$ cat config.mk
export PLATFORM = sky130hd
export DESIGN_NAME = multicycle_control
export DESIGN_NICKNAME = d
export VERILOG_FILES = /design/src/rtl/multicycle_control.sv
export SDC_FILE = /design/constraint.sdc
export NUM_CORES = 1
export LEC_CHECK = 0
export BUFFER_PORTS_ARGS = -buffer_cell sky130_fd_sc_hd__buf_2
export CAP_MARGIN = 40
export CORE_MARGIN = 2
export CORE_UTILIZATION = 29
export DETAILED_ROUTE_END_ITERATION = 12
export PLACE_DENSITY_LB_ADDON = 0.1
export SETUP_SLACK_MARGIN = 0.05
export SLEW_MARGIN = 20
export SYNTH_ARGS = -nofsm -noshare
export SYNTH_HDL_FRONTEND = slang
export SYNTH_SLANG_ARGS = --single-unit
$ cat constraint.sdc
create_clock -name clk -period 1.3 [get_ports clk]
set_clock_uncertainty 0.15 [all_clocks]
set_input_delay 0.195 -clock clk [delete_from_list [all_inputs] [get_ports clk]]
set_output_delay 0.195 -clock clk [all_outputs]
set_load 0.01 [all_outputs]
$ cat src/rtl/multicycle_control.sv
// Multicycle datapath controller: Moore state outputs plus the Mealy fetch
// strobes, with a sticky HALT on unsupported opcodes.
module multicycle_control (
  input  logic        clk,
  input  logic        reset,
  input  logic [10:0] instruction,
  input  logic        zero,
  input  logic        mem_ready,
  output logic        Reg2Loc,
  output logic        MemtoReg,
  output logic        RegWrite,
  output logic        MemRead,
  output logic        MemWrite,
  output logic        IRWrite,
  output logic        IorD,
  output logic        PCWrite,
  output logic        PCWriteCond,
  output logic        PCSource,
  output logic        ALUSrcA,
  output logic [1:0]  ALUSrcB,
  output logic [1:0]  ALUOp,
  output logic        illegal,
  output logic [3:0]  state
);

  typedef enum logic [3:0] {
    FETCH  = 4'd0,
    DECODE = 4'd1,
    MEMADR = 4'd2,
    MEMRD  = 4'd3,
    LDWB   = 4'd4,
    MEMWR  = 4'd5,
    REXEC  = 4'd6,
    RWB    = 4'd7,
    CBZ    = 4'd8,
    BR     = 4'd9,
    HALT   = 4'd15
  } state_t;

  state_t state_q, state_d, cur_s;
  logic   is_ldur, is_stur, is_cbz;

  // The branch is taken by the datapath gating PCWriteCond with zero.
  logic unused_zero;
  assign unused_zero = zero;

  assign is_ldur = (instruction == 11'b11111000010);
  assign is_stur = (instruction == 11'b11111000000);
  assign is_cbz  = (instruction[10:3] == 8'b10110100);

  always_ff @(posedge clk) begin
    if (reset) state_q <= FETCH;
    else       state_q <= state_d;
  end

  // While reset is held the outputs already show FETCH, so nothing
  // half-finished (e.g. a pending store) reaches the datapath.
  assign cur_s   = reset ? FETCH : state_q;
  assign state   = cur_s;
  assign illegal = (cur_s == HALT);

  always_comb begin
    state_d     = FETCH;
    Reg2Loc     = is_stur | is_cbz;
    MemtoReg    = 1'b0;
    RegWrite    = 1'b0;
    MemRead     = 1'b0;
    MemWrite    = 1'b0;
    IRWrite     = 1'b0;
    IorD        = 1'b0;
    PCWrite     = 1'b0;
    PCWriteCond = 1'b0;
    PCSource    = 1'b0;
    ALUSrcA     = 1'b0;
    ALUSrcB     = 2'b00;
    ALUOp       = 2'b00;
    case (cur_s)
      FETCH: begin
        MemRead = 1'b1;
        ALUSrcB = 2'b01;
        if (mem_ready && !reset) begin
          IRWrite = 1'b1;
          PCWrite = 1'b1;
          state_d = DECODE;
        end else begin
          state_d = FETCH;
        end
      end
      DECODE: begin
        ALUSrcB = 2'b11;
        casez (instruction)
          11'b1??0101?000: state_d = REXEC;
          11'b11111000010: state_d = MEMADR;
          11'b11111000000: state_d = MEMADR;
          11'b10110100???: state_d = CBZ;
          11'b000101?????: state_d = BR;
          default:         state_d = HALT;
        endcase
      end
      MEMADR: begin
        ALUSrcA = 1'b1;
        ALUSrcB = 2'b10;
        state_d = is_ldur ? MEMRD : MEMWR;
      end
      MEMRD: begin
        IorD    = 1'b1;
        MemRead = 1'b1;
        state_d = mem_ready ? LDWB : MEMRD;
      end
      LDWB: begin
        MemtoReg = 1'b1;
        RegWrite = 1'b1;
      end
      MEMWR: begin
        IorD     = 1'b1;
        MemWrite = 1'b1;
        state_d  = mem_ready ? FETCH : MEMWR;
      end
      REXEC: begin
        ALUSrcA = 1'b1;
        ALUOp   = 2'b10;
        state_d = RWB;
      end
      RWB: RegWrite = 1'b1;
      CBZ: begin
        ALUSrcA     = 1'b1;
        ALUOp       = 2'b01;
        PCWriteCond = 1'b1;
        PCSource    = 1'b1;
      end
      BR: begin
        PCWrite  = 1'b1;
        PCSource = 1'b1;
      end
      HALT: begin
        Reg2Loc = 1'b0;
        state_d = HALT;
      end
      default: state_d = FETCH;
    endcase
  end

endmodule

==> results.json <==
{
  "status": "complete, but fails checks",
  "violations": "negative setup slack",
  "final_max_slew_viol_count": 0,
  "synthXorXnorAreaFrac": 0.0294,
  "setup_tns_ns": -5.93,
  "io_pins": 35,
  "yosys.area.top_type_share": 0.134,
  "worstPathRequired_ns": 0.95,
  "max_freq_ghz": 0.600,
  "synthAdderAreaFrac": 0,
  "setup.worst_path.start_class": "flop",
  "synth_top_family_by_area": "simple AND/OR/NAND/NOR gates",
  "placedCellCount": 162,
  "synth.distinct_cells": 39,
  "fill_cells": 154,
  "cpPeakStageDelay_ns": 0.55,
  "postSynth.asyncResetShare": 0,
  "cts_tree": "done",
  "path_class": "reg2out",
  "largest_reg_flops": 4,
  "setup_slack_ns": -0.368,
  "antenna_found_initial": 0,
  "synth_mux_area_frac": 0.0168,
  "final_util": 0.709,
  "grt_pass1_vias": 856,
  "synthesis.area_sq_um": 596,
  "wl_per_cell_um": 14.1,
  "die_w_um": 49.3,
  "drv_cap": 0,
  "worstPathCellList": "or4_4, nand2_2, buf_6",
  "drt_iter0_drc": 19,
  "synth_common_cells": "8 x nand2_1, 8 x nor3_1",
  "leakage_nw": 0.657,
  "clk_latency_ns": 0.24,
  "place_congestion": 0.845,
  "cts_htree_levels": 1,
  "antenna_left": 0,
  "cts_sinks": 4,
  "critical_path_arrival_ns": 1.32,
  "maxSlewHeadroom": 0.756,
  "layout.nets": 172,
  "setup_violations": 23,
  "grt_max_degree": 12,
  "fp.dieArea_sq_um": 2430,
  "post-route-period-util": 1.28,
  "clk_pin_slew_ns": 0.04,
  "viasPerCell": 5.10,
  "ys_top_cells_by_area": "dfxtp_1 13%, nor3_1 6.7%, nand2_1 5.0%",
  "synth_largest_area_cell": "dfxtp_1",
  "syn-num-nets": 101,
  "routed_wl_mm": 2.57,
  "start_util": 0.307,
  "peakVddDrop_v": 0.000851,
  "drc": 0,
  "clockRootBuffer": "clkbuf_4",
  "reg.largest.list": "state_q: 4 flops",
  "syn_inst": 86,
  "place_hpwl_mm": 1.53,
  "final-instance-count-excl-fill": 182,
  "port_buffers": 33,
  "cp-end-kind": "primary output",
  "core_area_sq_um": 1940,
  "max-clock-path-buffers": 2,
  "firstDrtPassIters": 4,
  "vias": 929,
  "ys_ff_latch": 4,
  "ys_warn_count": 0,
  "p_total_w": 0.00219,
  "n_antenna_cell": 0,
  "synth_ff_type": "dfxtp_1",
  "period_needed_ns": 1.67,
  "grt_usage": 0.196,
  "synth_compound_area_frac": 0.239,
  "rows": 16,
  "grt_first_pass_wirelength_mm": 3.69,
  "drive_above_1_share": 0.729,
  "regMostFlops": "state_q",
  "tightest_slew_ns": 0.360,
  "powerDensity_nw_per_um2": 1590,
  "hold_viol_final": 0,
  "gr-total-overflow": 0,
  "die_h_um": 49.3,
  "yosysSeqAreaShare": 0.134,
  "numCtsBuffers": 3,
  "crit_slowest_cell": "or4_4",
  "place_ws_ns": -0.265,
  "syn_avg_cell_area_sq_um": 6.93,
  "cp_max_fo": 5,
  "hold_class": "in2reg",
  "areaGrowthSynthToFinish_pct": 131,
  "synth-simple-area-share": 0.464,
  "rsz0062_at_grt": "yes",
  "synth_edf_count": 0
}
[cells by family after synthesis]
logic type      Yosys count
compound gates           22
xor+xnor                  2
buf+inv                  11
flops                     4
mux                       1
simple gates             46
[final timing paths]
| kind | endpoint | from | cells past startpoint | slack [ns] |
|---|---|---|---|---|
| min | state_q[2] | instruction[1] | 3 | 0.19 |
| min reg2reg | state_q[0] | state_q[0] | 3 | 0.61 |
| max | ALUSrcB[1] | state_q[3] | 3 | -0.37 |
| max reg2reg | state_q[1] | state_q[3] | 5 | -0.36 |
[routing by layer]
metal  global-route usage  vias up  wire, um
li1                     -      451         -
met1                0.221      424      1000
met2                0.369       46      1350
met3               0.0153        8       149
met4               0.0857        0        65
met5                    0        -         0
[worst max-delay path, delay by kind of cell, from the launching register on]
kind | cells | cell delay (ns)
AND/OR/NAND/NOR | 2 | 0.63
flip-flops | 1 | 0.36
buffers and inverters | 1 | 0.09
[final cells by class]
cell class,count,area [sq um],area share
clock buffer,3,22.5,0.0164
inverter,4,22.5,0.0164
multi-input combinational,71,592,0.430
sequential,4,95.1,0.0691
tap,27,33.8,0.0245
timing repair buffer,73,611,0.444
[layout by cell type (no fill, tap or decap), types with 2 or more instances in the layout]
cell type / n
buf_4: 25
buf_2: 23
buf_6: 22
nor3_2: 5
nand2_1: 4
dfxtp_4: 4
nor3_4: 3
nand2_2: 3
and2_4: 3
a31oi_1: 3
a21o_1: 3
a21oi_1: 3
clkbuf_4: 3
inv_1: 2
nand2_4: 2
nor2b_1: 2
nand2b_4: 2
nor2_4: 2
nor3_1: 2
o21ai_0: 2
o21ai_1: 2
a211o_1: 2
[through the flow]
| step | hold WS (ns) | instance area, sq um |
|---|---|---|
| finish | 0.193 | 1380 |
| detailed placement | 0.424 | 997 |
| global route | 0.229 | 1380 |
| floorplan | 0.272 | 691 |
| global placement | 0.440 | 997 |
| CTS | 0.194 | 1240 |
[report_power, final]
part / switching (W) / internal (W)
Clock: 0.0000592 / 0.000104
Sequential: 0.000102 / 0.000197
Combinational: 0.000748 / 0.000984
Total: 0.000909 / 0.00128
[timing repair]
item                       4_1_cts  5_1_grt
pin swaps                       10       18
resized for setup               37       20
gates cloned                     0        1
setup endpoints to repair       24       24
hold endpoints to repair         0        0
buffers inserted                11        8
hold buffers                     0        0
No activity file was read; power rests on OpenSTA's default activity.
